## config.mk

```make
export PLATFORM = sky130hd
export DESIGN_NAME = uart_frame_engine
export DESIGN_NICKNAME = d
export VERILOG_FILES = /design/src/rtl/uart_frame_engine.sv
export SDC_FILE = /design/constraint.sdc
export NUM_CORES = 1
export LEC_CHECK = 0
export CAP_MARGIN = 20
export CELL_PAD_IN_SITES_DETAIL_PLACEMENT = 1
export CELL_PAD_IN_SITES_GLOBAL_PLACEMENT = 1
export CORE_UTILIZATION = 50
export CTS_CLUSTER_SIZE = 28
export DETAILED_ROUTE_END_ITERATION = 10
export MAX_ROUTING_LAYER = met4
export PLACE_DENSITY = 0.95
export RECOVER_POWER = 100
export SLEW_MARGIN = 20
export SYNTH_ARGS = -nofsm -noshare
export SYNTH_HDL_FRONTEND = slang
export SYNTH_SLANG_ARGS = --single-unit
```

## constraint.sdc

```tcl
create_clock -name clk -period 5.3 [get_ports clk]
set_clock_uncertainty 0.2 [all_clocks]
set_input_delay 0.53 -clock clk [delete_from_list [all_inputs] [get_ports clk]]
set_output_delay 0.53 -clock clk [all_outputs]
set_load 0.05 [all_outputs]
```

## src/rtl/uart_frame_engine.sv

```systemverilog
// Full-duplex UART: shared baud tick, TX and RX frame engines.
// RX has 2-flop sync, 3-sample majority, false-start rejection.
module uart_frame_engine #(
  parameter int CLK_HZ    = 100_000_000,
  parameter int BAUD      = 9600,
  parameter int OVS       = 16,
  parameter int DATA_BITS = 8,
  parameter int PARITY    = 0,
  parameter int STOP_BITS = 1
) (
  input  logic                 clk,
  input  logic                 reset,
  input  logic                 tx_start,
  input  logic [DATA_BITS-1:0] tx_data,
  output logic                 tx_busy,
  output logic                 tx_done,
  output logic                 txd,
  input  logic                 rxd,
  input  logic                 loopback,
  output logic [DATA_BITS-1:0] rx_data,
  output logic                 rx_done,
  output logic                 rx_parity_err,
  output logic                 rx_frame_err
);

  localparam int DIV = CLK_HZ / (BAUD * OVS);
  localparam int DW  = (DIV > 1) ? $clog2(DIV) : 1;
  localparam int CW  = $clog2(OVS);

  localparam logic [DW-1:0] DIV_LAST = DW'(DIV - 1);
  localparam logic [CW-1:0] OVS_LAST = CW'(OVS - 1);
  localparam logic [CW-1:0] MID_DEC  = CW'(OVS / 2 + 1);
  localparam logic [3:0]    DB_LAST  = 4'(DATA_BITS - 1);
  localparam logic HAS_PAR   = (PARITY != 0);
  localparam logic ODD       = (PARITY == 1);
  localparam logic STOP_LAST = (STOP_BITS == 2);

  typedef enum logic [2:0] {
    S_IDLE,
    S_START,
    S_DATA,
    S_PAR,
    S_STOP
  } state_t;

  logic [DW-1:0] div_cnt;
  logic          tick;

  always_ff @(posedge clk or posedge reset) begin
    if (reset) begin
      div_cnt <= '0;
      tick    <= 1'b0;
    end else begin
      tick <= (div_cnt == DIV_LAST);
      if (div_cnt == DIV_LAST) div_cnt <= '0;
      else                     div_cnt <= div_cnt + 1'b1;
    end
  end

  state_t                 tx_st;
  logic [CW-1:0]          tx_cnt;
  logic [3:0]             tx_bit;
  logic [DATA_BITS-1:0]   tx_sh;
  logic                   tx_par;
  logic                   tx_stop;
  logic                   tx_last;
  logic                   tx_adv;

  assign tx_last = (tx_cnt == OVS_LAST);
  assign tx_adv  = tick && tx_last;

  // tx_busy stays high through the tx_done cycle; accept needs busy low
  always_ff @(posedge clk or posedge reset) begin
    if (reset) begin
      tx_st   <= S_IDLE;
      tx_cnt  <= '0;
      tx_bit  <= '0;
      tx_sh   <= '0;
      tx_par  <= 1'b0;
      tx_stop <= 1'b0;
      txd     <= 1'b1;
      tx_busy <= 1'b0;
      tx_done <= 1'b0;
    end else begin
      tx_done <= 1'b0;
      if (tick && tx_st != S_IDLE)
        tx_cnt <= tx_last ? '0 : tx_cnt + 1'b1;
      unique case (tx_st)
        S_IDLE: begin
          txd <= 1'b1;
          if (tx_busy) begin
            tx_busy <= 1'b0;
          end else if (tx_start) begin
            tx_sh   <= tx_data;
            tx_par  <= (^tx_data) ^ ODD;
            tx_cnt  <= '0;
            tx_bit  <= '0;
            tx_stop <= 1'b0;
            tx_busy <= 1'b1;
            txd     <= 1'b0;
            tx_st   <= S_START;
          end
        end
        S_START: begin
          if (tx_adv) begin
            txd   <= tx_sh[0];
            tx_sh <= tx_sh >> 1;
            tx_st <= S_DATA;
          end
        end
        S_DATA: begin
          if (tx_adv) begin
            if (tx_bit == DB_LAST) begin
              if (HAS_PAR) begin
                txd   <= tx_par;
                tx_st <= S_PAR;
              end else begin
                txd   <= 1'b1;
                tx_st <= S_STOP;
              end
            end else begin
              tx_bit <= tx_bit + 4'd1;
              txd    <= tx_sh[0];
              tx_sh  <= tx_sh >> 1;
            end
          end
        end
        S_PAR: begin
          if (tx_adv) begin
            txd   <= 1'b1;
            tx_st <= S_STOP;
          end
        end
        S_STOP: begin
          if (tx_adv) begin
            if (tx_stop == STOP_LAST) begin
              tx_st   <= S_IDLE;
              tx_done <= 1'b1;
            end else begin
              tx_stop <= 1'b1;
            end
          end
        end
        default: tx_st <= S_IDLE;
      endcase
    end
  end

  logic rx_line;
  logic sync1;
  logic rx_in;

  assign rx_line = loopback ? txd : rxd;

  always_ff @(posedge clk or posedge reset) begin
    if (reset) begin
      sync1 <= 1'b1;
      rx_in <= 1'b1;
    end else begin
      sync1 <= rx_line;
      rx_in <= sync1;
    end
  end

  state_t                 rx_st;
  logic [CW-1:0]          rx_cnt;
  logic [3:0]             rx_bit;
  logic [DATA_BITS-1:0]   rx_sh;
  logic [1:0]             rx_hist;
  logic                   rx_perr_q;
  logic                   rx_last;
  logic                   rx_adv;
  logic                   rx_mid;
  logic                   maj;

  assign rx_last = (rx_cnt == OVS_LAST);
  assign rx_adv  = tick && rx_last;
  assign rx_mid  = tick && (rx_cnt == MID_DEC);
  assign maj = (rx_hist[1] & rx_hist[0]) |
               (rx_hist[1] & rx_in) |
               (rx_hist[0] & rx_in);

  // rx_hist holds the two previous tick samples for the vote
  always_ff @(posedge clk or posedge reset) begin
    if (reset) begin
      rx_st         <= S_IDLE;
      rx_cnt        <= '0;
      rx_bit        <= '0;
      rx_sh         <= '0;
      rx_hist       <= 2'b11;
      rx_perr_q     <= 1'b0;
      rx_data       <= '0;
      rx_done       <= 1'b0;
      rx_parity_err <= 1'b0;
      rx_frame_err  <= 1'b0;
    end else begin
      rx_done <= 1'b0;
      if (tick) rx_hist <= {rx_hist[0], rx_in};
      if (tick && rx_st != S_IDLE)
        rx_cnt <= rx_last ? '0 : rx_cnt + 1'b1;
      unique case (rx_st)
        S_IDLE: begin
          if (!rx_in) begin
            rx_st  <= S_START;
            rx_cnt <= '0;
            rx_bit <= '0;
          end
        end
        S_START: begin
          if (rx_mid && maj) rx_st <= S_IDLE;
          else if (rx_adv)   rx_st <= S_DATA;
        end
        S_DATA: begin
          if (rx_mid) rx_sh <= {maj, rx_sh[DATA_BITS-1:1]};
          if (rx_adv) begin
            if (rx_bit == DB_LAST)
              rx_st <= HAS_PAR ? S_PAR : S_STOP;
            else
              rx_bit <= rx_bit + 4'd1;
          end
        end
        S_PAR: begin
          if (rx_mid) rx_perr_q <= maj ^ (^rx_sh) ^ ODD;
          if (rx_adv) rx_st <= S_STOP;
        end
        S_STOP: begin
          if (rx_mid) begin
            rx_data       <= rx_sh;
            rx_parity_err <= HAS_PAR && rx_perr_q;
            rx_frame_err  <= !maj;
            rx_done       <= 1'b1;
            rx_st         <= S_IDLE;
          end
        end
        default: rx_st <= S_IDLE;
      endcase
    end
  end

endmodule

```

==> metrics.txt <==
sw frac 26.64%; met3 usage 6.517%; Port Buf Inserts 25; largest family of logic cells by synthesized area simple AND/OR/NAND/NOR gates; fin nets 318; Critical Path RT 5.32 ns; Arr. time, crit path 3.46 ns; Max clock buf depth 2; Critical path buffers and inverters 1; syn nets 290; Flop pwr share 48.4%; VDD IR max 0.2457 mV; Iter 0 DRT Violations 176; crit path launch type register; CP max stage delay 1.78 ns; Int Power 0.9314 mW; Clock power frac 38.0%; synth cell count leaders 61 x dfrtp_1, 15 x nor2_1, 14 x nand2_1, 14 x nand3_1, 14 x o22a_1; die area 6566 um^2; Synth Area in Adders 3.125%; RSZ-0062 raised after global routing false; share of cells above drive strength 1 10.89%; GRT met1 Usage 31.24%; Post-Synth XOR/XNOR Area 3.365%; register area 1658 um^2; final period utilization 64.83%; Total GRT Usage 28.97%; count leader, synth dfrtp_1; critical path class register to register; GRT overflow 0; Most used DFF post-synth dfrtp_1; Initial Utilization 52.44%; Max Cap Violations 1; vias per inst 6.066; Leak 1.618 nW; Compound-Gate Fraction of Synth Area 13.02%; WL per Instance 21.01 um; minimum clock period 3.436 ns; row count 28; post_cts resized 0; failing checks capacitance limit, slew limit; Pwr Density 352.4 nW/um^2; Die H 81.03 um; simple-gate share of the synthesized area 16.51%; Filler cells 622; Syn Inst Count 270; largest net degree at the start of global routing 67; vias in the first global route 2473; Synth area leaders dfrtp_1 49%, dfstp_2 4.2%, mux2_2 4.0%; busiest grt layer met2; Net Sw Power 0.3382 mW; Critical Path Sink Type register; Final HPWL DP 5.531 mm; layout overhead on the synthesized area 15.34%; Clk Tree Root Cell clkbuf_8; status finished with violations; mux share of post-synthesis cell area 7.853%; post-synthesis async set-or-reset flop share 100.0%; drt pass-1 iters 5; # H-tree levels 3; Hold Fails Final Rpt 0; hold crit path type register to register; met2 Usage GRT 50.59%; vias 2293; Antenna Violating Nets Remaining 0; gpl congestion 0.8095; WHS 0.1639 ns; # setup viols final 0; post-synthesis register bit count 66; cell family with most CP delay simple AND/OR/NAND/NOR gates; share of Yosys cell area claimed by the top area cell type 48.88%; Post-Route WL 7.940 mm; Final Max Slew Viols 11; sequential share of the synthesized area 53.08%; TritonCTS Sinks 66; Yosys cell types 53; cell chain of the critical path inv_1 > ha_1 > nand4b_1 > nor4b_1 > mux2_1; global-route wire length before repair 13.22 mm; Slew @ Worst Pin 2.221 ns; Setup Fix Bufs, Post-CTS 0; EDFF count, synth 0; CTS Buf Count 9; CTS tree done; initial antenna violation count 0; crit-path max FO 10; Post-Synthesis Cell Area 3123 um^2; syn avg cell area 11.57 um^2; Die X-Extent 81.03 um; Logic pwr share 13.6%; synth warn 0; hold_buf cts 0; clk_lat worst skew 0.35 ns; Slowest-stage cell, CP nor4b_1; area leader, netlist dfrtp_1; Core Region 5956 um^2; DRC 0; Slew HR -50.15%; Boundary Pins 27; Antenna Diode Count 0; Max Clk Rate 291.1 MHz; footprint of the multi-input gates 1329 um^2; setup TNS 0 ns; Final Power 1.270 mW; clock-pin transition on the worst setup and hold timing paths 0.07 ns
[per-stage QoR]
step	setup slack (ns)	std cells	area, um^2	utilization, %
floorplan	2.923	270	3123	-
global placement	2.826	362	3425	57.50
detailed placement	2.602	362	3425	57.50
CTS	2.570	378	3647	61.24
global route	1.590	378	3602	60.48
finish	1.864	378	3602	60.48
[power groups by stage]
stage,logic (mW),clock network [mW],registers (mW)
CTS,0.179,0.490,0.615
global placement,0.164,0,0.617
floorplan,0.101,0,0.632
global route,0.184,0.510,0.620
detailed placement,0.176,0,0.622
finish,0.172,0.482,0.615
[routing by layer]
metal | wire [um] | vias up
met5 | 0 | -
met4 | 204 | 0
met3 | 255 | 15
met2 | 4452 | 53
met1 | 3027 | 1187
li1 | - | 1038
[cells by family (layout without fill, tap and decap cells)]
kind of cell | Yosys count | after routing
AND/OR/NAND/NOR | 83 | 83
flip-flops | 66 | 66
AO/OA/AOI/OAI | 58 | 58
multiplexers | 22 | 22
buffers and inverters | 20 | 53
XOR/XNOR | 12 | 12
adder cells (fa/ha/maj) | 8 | 8
other | 1 | 1
[path summary, 6_finish.rpt]
check                                from          to  slack, ns  cells after the start
worst max-delay path            rx_cnt[1]  rx_data[2]       1.86                      5
worst min register to register      sync1       rx_in       0.16                      0
worst max register to register  rx_cnt[1]  rx_data[2]       1.86                      5
worst min-delay path                sync1       rx_in       0.16                      0
min in group asynchronous           reset    rx_sh[2]       0.69                      3
max in group asynchronous           reset  div_cnt[9]       3.68                      3
[layout make-up]
| type | count | area share [%] |
|---|---|---|
| timing repair buffer | 26 | 7.155 |
| multi-input combinational | 184 | 36.89 |
| inverter | 11 | 1.146 |
| sequential | 66 | 46.02 |
| clock buffer | 14 | 4.515 |
| tap | 75 | 2.605 |
| clock inverter | 2 | 1.667 |
[cells in the final DEF, fill, tap and decap left out, types with 7 or more instances in the layout]
| master | netlist | layout |
|---|---|---|
| dfrtp_1 | 61 | 61 |
| dlygate4sd3_1 | 0 | 16 |
| nor2_1 | 15 | 15 |
| nand2_1 | 14 | 14 |
| nand3_1 | 14 | 14 |
| o22a_1 | 14 | 14 |
| o21ai_0 | 13 | 13 |
| a21oi_1 | 12 | 12 |
| mux2_1 | 9 | 11 |
| clkbuf_8 | 0 | 11 |
| inv_1 | 11 | 10 |
| mux2_2 | 11 | 9 |
| clkdlybuf4s50_1 | 0 | 9 |
| xnor2_1 | 7 | 7 |
| ha_1 | 7 | 7 |
[worst reg2reg max path: cells and delay by family, from the launching register on]
| family | cells | cell delay, ns |
|---|---|---|
| simple gates | 2 | 1.98 |
| flops | 1 | 0.43 |
| mux | 1 | 0.43 |
| fa+ha+maj | 1 | 0.17 |
| buf+inv | 1 | 0.10 |
[flip-flops by register name, indices dropped and copies added, names as in the netlist]
name and flops:
tx_busy 1, sync1 1, rx_done 1, tx_done 1, tx_bit 4, rx_hist 2
tx_st 3, tx_cnt 4, rx_sh 8, div_cnt 10, txd 1, rx_bit 4
rx_st 3, rx_cnt 4, rx_in 1, tick 1, tx_sh 8, rx_frame_err 1
rx_data 8
Power figures use the tool's default switching activity.
==> variant 1, RTL diff (same settings) <==
Set the parameter `PARITY` to 1 (it was 0).
--- a/src/rtl/uart_frame_engine.sv
+++ b/src/rtl/uart_frame_engine.sv
@@ -7,3 +7,3 @@
   parameter int DATA_BITS = 8,
-  parameter int PARITY    = 0,
+  parameter int PARITY    = 1,
   parameter int STOP_BITS = 1
Function: no difference found for any inputs over 10 cycles, from zero or initial values and one cycle with reset high; that may be too few to reach the edited logic, so the function may still have changed.
==> variant 1 against the original RTL <==
- the flow still finishes with violations (max-capacitance violations, max-slew violations)
- sequential cell count rose by 3
- total power shrank 10%
- utilization fell by 0.92 points
- synthesized cell count up 8.9%
- combinational power down 34%
- worst setup slack gained 0.36 ns
- cell area grew 7.4%
- via count rose by 4.2%
- area after synthesis rose by 10%
- clock power down 10%
- routed wire length fell by 4.0%
==> variant 1: results (changes against the original RTL) <==
outcome:
  status: "finished, violations left"  # unchanged
  failed_checks: "max-capacitance violations, max-slew violations"  # unchanged
worst_setup_path:
  max_stage_delay_ns: 1.40  # was 1.78 ns
grt:
  grt_first_pass_wirelength_microns: 13300  # was 13200 microns
  grt.met1_usage: 0.289  # was 0.312
  grt_usage: 0.245  # was 0.290
  grt_max_degree: 70  # was 67
yosys:
  syn_area_per_cell_sq_um: 11.7  # was 11.6 sq um
  synth_xor_area_frac: 0.0700  # was 0.0337
  synthMuxAreaShare: 0.134  # was 0.0785
  synth_nets: 314  # was 290
  synth.area.top_cells: "dfrtp_1, mux2_2, xnor2_1, dfstp_2, mux2_4"  # was dfrtp_1, dfstp_2, mux2_2, o22a_1, mux2_1
  ys_top_cells_by_count: "dfrtp_1, mux2_2, nor2_1, nand2_1, xnor2_1"  # was dfrtp_1, nor2_1, nand2_1, nand3_1, o22a_1
route:
  firstDrtPassIters: 4  # was 5
  routed-wl-met3_microns: 216  # was 255 microns
  wire_per_inst_microns: 18.9  # was 21.0 microns
  vias: 2389  # was 2293
  wl_met1_microns: 3250  # was 3030 microns
pwr:
  total_leakage_power_nw: 1.75  # was 1.62 nW
  pg_clk_mw: 0.433  # was 0.482 mW
flow_run:
  max-cap-violations: 1  # unchanged
finish:
  layout-drive-gt1-share: 0.184  # was 0.109
place:
  place_inst: 387  # was 362
  post_dp_cell_area_sq_mm: 0.00374  # was 0.00342 sq mm
  dp_hpwl_microns: 5130  # was 5530 microns
  pre_cts_slack_ns: 2.75  # was 2.60 ns
sta:
  slew_viol_final: 10  # was 11
  worst_slew_pin_slew_ns: 1.75  # was 2.22 ns
==> variant 1: cell types whose count changed in the layout (fill, tap and decap cells not counted), moves of 4 or more <==
| cell | before | now |
|---|---|---|
| xnor2_1 | 7 | 18 |
| mux2_2 | 9 | 27 |
| nor2_1 | 15 | 22 |
| nand2_1 | 14 | 21 |
| o22a_1 | 14 | 0 |
| nand3_1 | 14 | 10 |
| o31ai_1 | 1 | 5 |
| nor3b_1 | 4 | 0 |
==> variant 1: worst max-delay path: cells and delay by family (launching register included) <==
| kind | cells | cell delay, ns |
|---|---|---|
| and+or+nand+nor | 2 | 1.81 |
| DFF | 1 | 0.52 |
| muxes | 1 | 0.44 |
==> variant 1: area by class of cell <==
class,count,area [sq um]
clock buffer,9,124
clock inverter,7,76.3
fill,673,2630
inverter,9,33.8
multi-input combinational,205,1540
sequential,69,1730
tap,77,96.3
timing repair buffer,27,268
==> variant 1: stage by stage <==
stage / hold slack, ns / total power [mW]
2_1_floorplan: 0.145 / 0.688
3_3_place_gp: 0.147 / 0.722
3_5_place_dp: 0.157 / 0.732
4_1_cts: 0.168 / 1.17
5_1_grt: 0.171 / 1.18
6_report: 0.173 / 1.14
==> variant 1: worst paths after layout <==
check                           startpoint        end  slack [ns]  cells after the start
worst max register to register    tx_st[0]     tx_par        2.23                      3
worst min-delay path                 sync1      rx_in        0.17                      0
max in group asynchronous            reset  tx_bit[1]        3.64                      3
min in group asynchronous            reset   rx_sh[3]        0.68                      3
worst min register to register       sync1      rx_in        0.17                      0
worst max-delay path              tx_st[0]     tx_par        2.23                      3
==> variant 1: logic make-up after synthesis <==
group	after synthesis
xor+xnor	26
simple gates	88
buf+inv	20
flops	69
mux	39
compound gates	44
fa+ha+maj	8
==> variant 2, RTL diff (same flow settings) <==
Made on the original files. Reset style: synchronous (`reset`), changed in 4 clocked blocks.
--- a/src/rtl/uart_frame_engine.sv
+++ b/src/rtl/uart_frame_engine.sv
@@ -48,3 +48,3 @@
 
-  always_ff @(posedge clk or posedge reset) begin
+  always_ff @(posedge clk) begin
     if (reset) begin
@@ -72,3 +72,3 @@
   // tx_busy stays high through the tx_done cycle; accept needs busy low
-  always_ff @(posedge clk or posedge reset) begin
+  always_ff @(posedge clk) begin
     if (reset) begin
@@ -154,3 +154,3 @@
 
-  always_ff @(posedge clk or posedge reset) begin
+  always_ff @(posedge clk) begin
     if (reset) begin
@@ -183,3 +183,3 @@
   // rx_hist holds the two previous tick samples for the vote
-  always_ff @(posedge clk or posedge reset) begin
+  always_ff @(posedge clk) begin
     if (reset) begin
Behaviour: differs if reset is asserted again (counterexample within 4 cycles, from zero or initial values and one cycle with reset high); with reset held inactive, the same outputs for 10 cycles.
==> variant 2 against the original RTL <==
- the run still ends with max-capacitance violations, max-slew violations left
- cell count grew 15%
- worst setup slack gained 0.024 ns
- area after synthesis shrank 2.8%
- synthesized cell count grew 25%
- sequential cell count is the same
- routed wire length shrank 2.9%
- sequential share of layout area shrank 7.8 points
- cell area shrank 4.0%
- count of clock-buffer cells in the layout shrank 5
- register-to-register slack gained 1.0 ns
Power is not compared: it rests on default switching activity, and its combinational part moved more than twofold at a synthesized area within 25%.
==> variant 2: results (changes against the original RTL) <==
yosys:
  synth_nets: 358  # was 290
  synthArstFlopShare: 0  # was 1.00
  synth.area.top_cells: "dfxtp_1, mux2i_1, nor2_1, a21oi_1, nand2_1"  # was dfrtp_1, dfstp_2, mux2_2, o22a_1, mux2_1
  ys_top_cells_by_count: "dfxtp_1, nor2_1, nand2_1, a21oi_1, mux2i_1"  # was dfrtp_1, nor2_1, nand2_1, nand3_1, o22a_1
  yosysSeqAreaShare: 0.435  # was 0.531
  syn_area_per_cell_sq_um: 8.98  # was 11.6 sq um
sta:
  worst_slew_pin_slew_ns: 1.84  # was 2.22 ns
  slew_viol_final: 43  # was 11
  hold_ws_ns: 0.236  # was 0.164 ns
finish:
  layout-drive-gt1-share: 0.0803  # was 0.109
  nNetsFinal: 376  # was 318
outcome:
  status: "finished, violations left"  # unchanged
  failed_checks: "max-capacitance violations, max-slew violations"  # unchanged
grt:
  grt_usage: 0.270  # was 0.290
  grt.met1_usage: 0.268  # was 0.312
  globalRouteMet2Util: 0.488  # was 0.506
  grt_first_pass_wirelength_microns: 12600  # was 13200 microns
  grt_max_degree: 43  # was 67
route:
  wirelength_microns: 7710  # was 7940 microns
  vias: 2570  # was 2293
  wl_met2_microns: 4160  # was 4450 microns
  wire_per_inst_microns: 17.7  # was 21.0 microns
worst_setup_path:
  r2r_start: "tick"  # was rx_cnt[1]
  crit_start: "reset"  # was rx_cnt[1]
  r2r.worst_path.cells: 4  # was 5
  reg2reg_setup_slack_ns: 2.91  # was 1.86 ns
  worstReg2RegEnd: "rx_sh[6]"  # was rx_data[2]
  crit_arrival_ns: 3.41  # was 3.46 ns
place:
  place.gp.congestion: 0.819  # was 0.810
  place_inst: 420  # was 362
  dp_hpwl_microns: 5150  # was 5530 microns
flow_run:
  max-cap-violations: 1  # unchanged
hold_path:
  hold_end: "rx_in"  # unchanged
  min_path_cells: 1  # was 0
## variant 2: cells by family (layout without fill, tap and decap cells)
logic type               after synthesis  count (layout)  synth area share
other                                  1               1           0.00124
multiplexers                          19              19            0.0627
buffers and inverters                 29              52            0.0495
AND/OR/NAND/NOR                      139             139             0.244
XOR/XNOR                              13              13            0.0375
adder cells (fa/ha/maj)                7               7            0.0289
AO/OA/AOI/OAI                         64              64             0.141
flip-flops                            66              66             0.435
## variant 2: final cells by class
| class | instances | area, sq um | area share |
|---|---|---|---|
| repair buffers | 26 | 254 | 0.0735 |
| multi-input cells | 243 | 1560 | 0.451 |
| clock inverters | 7 | 68.8 | 0.0199 |
| well taps | 75 | 93.8 | 0.0271 |
| inverters | 10 | 37.5 | 0.0109 |
| flip-flops and latches | 66 | 1320 | 0.382 |
| clock buffers | 9 | 124 | 0.0358 |
## variant 2: worst max-delay path, stage by stage
cell           delay [ns]
dlygate4sd3_1        0.53
clkbuf_1             1.32
inv_1                0.41
o31ai_1              0.45
nor2_1               0.14
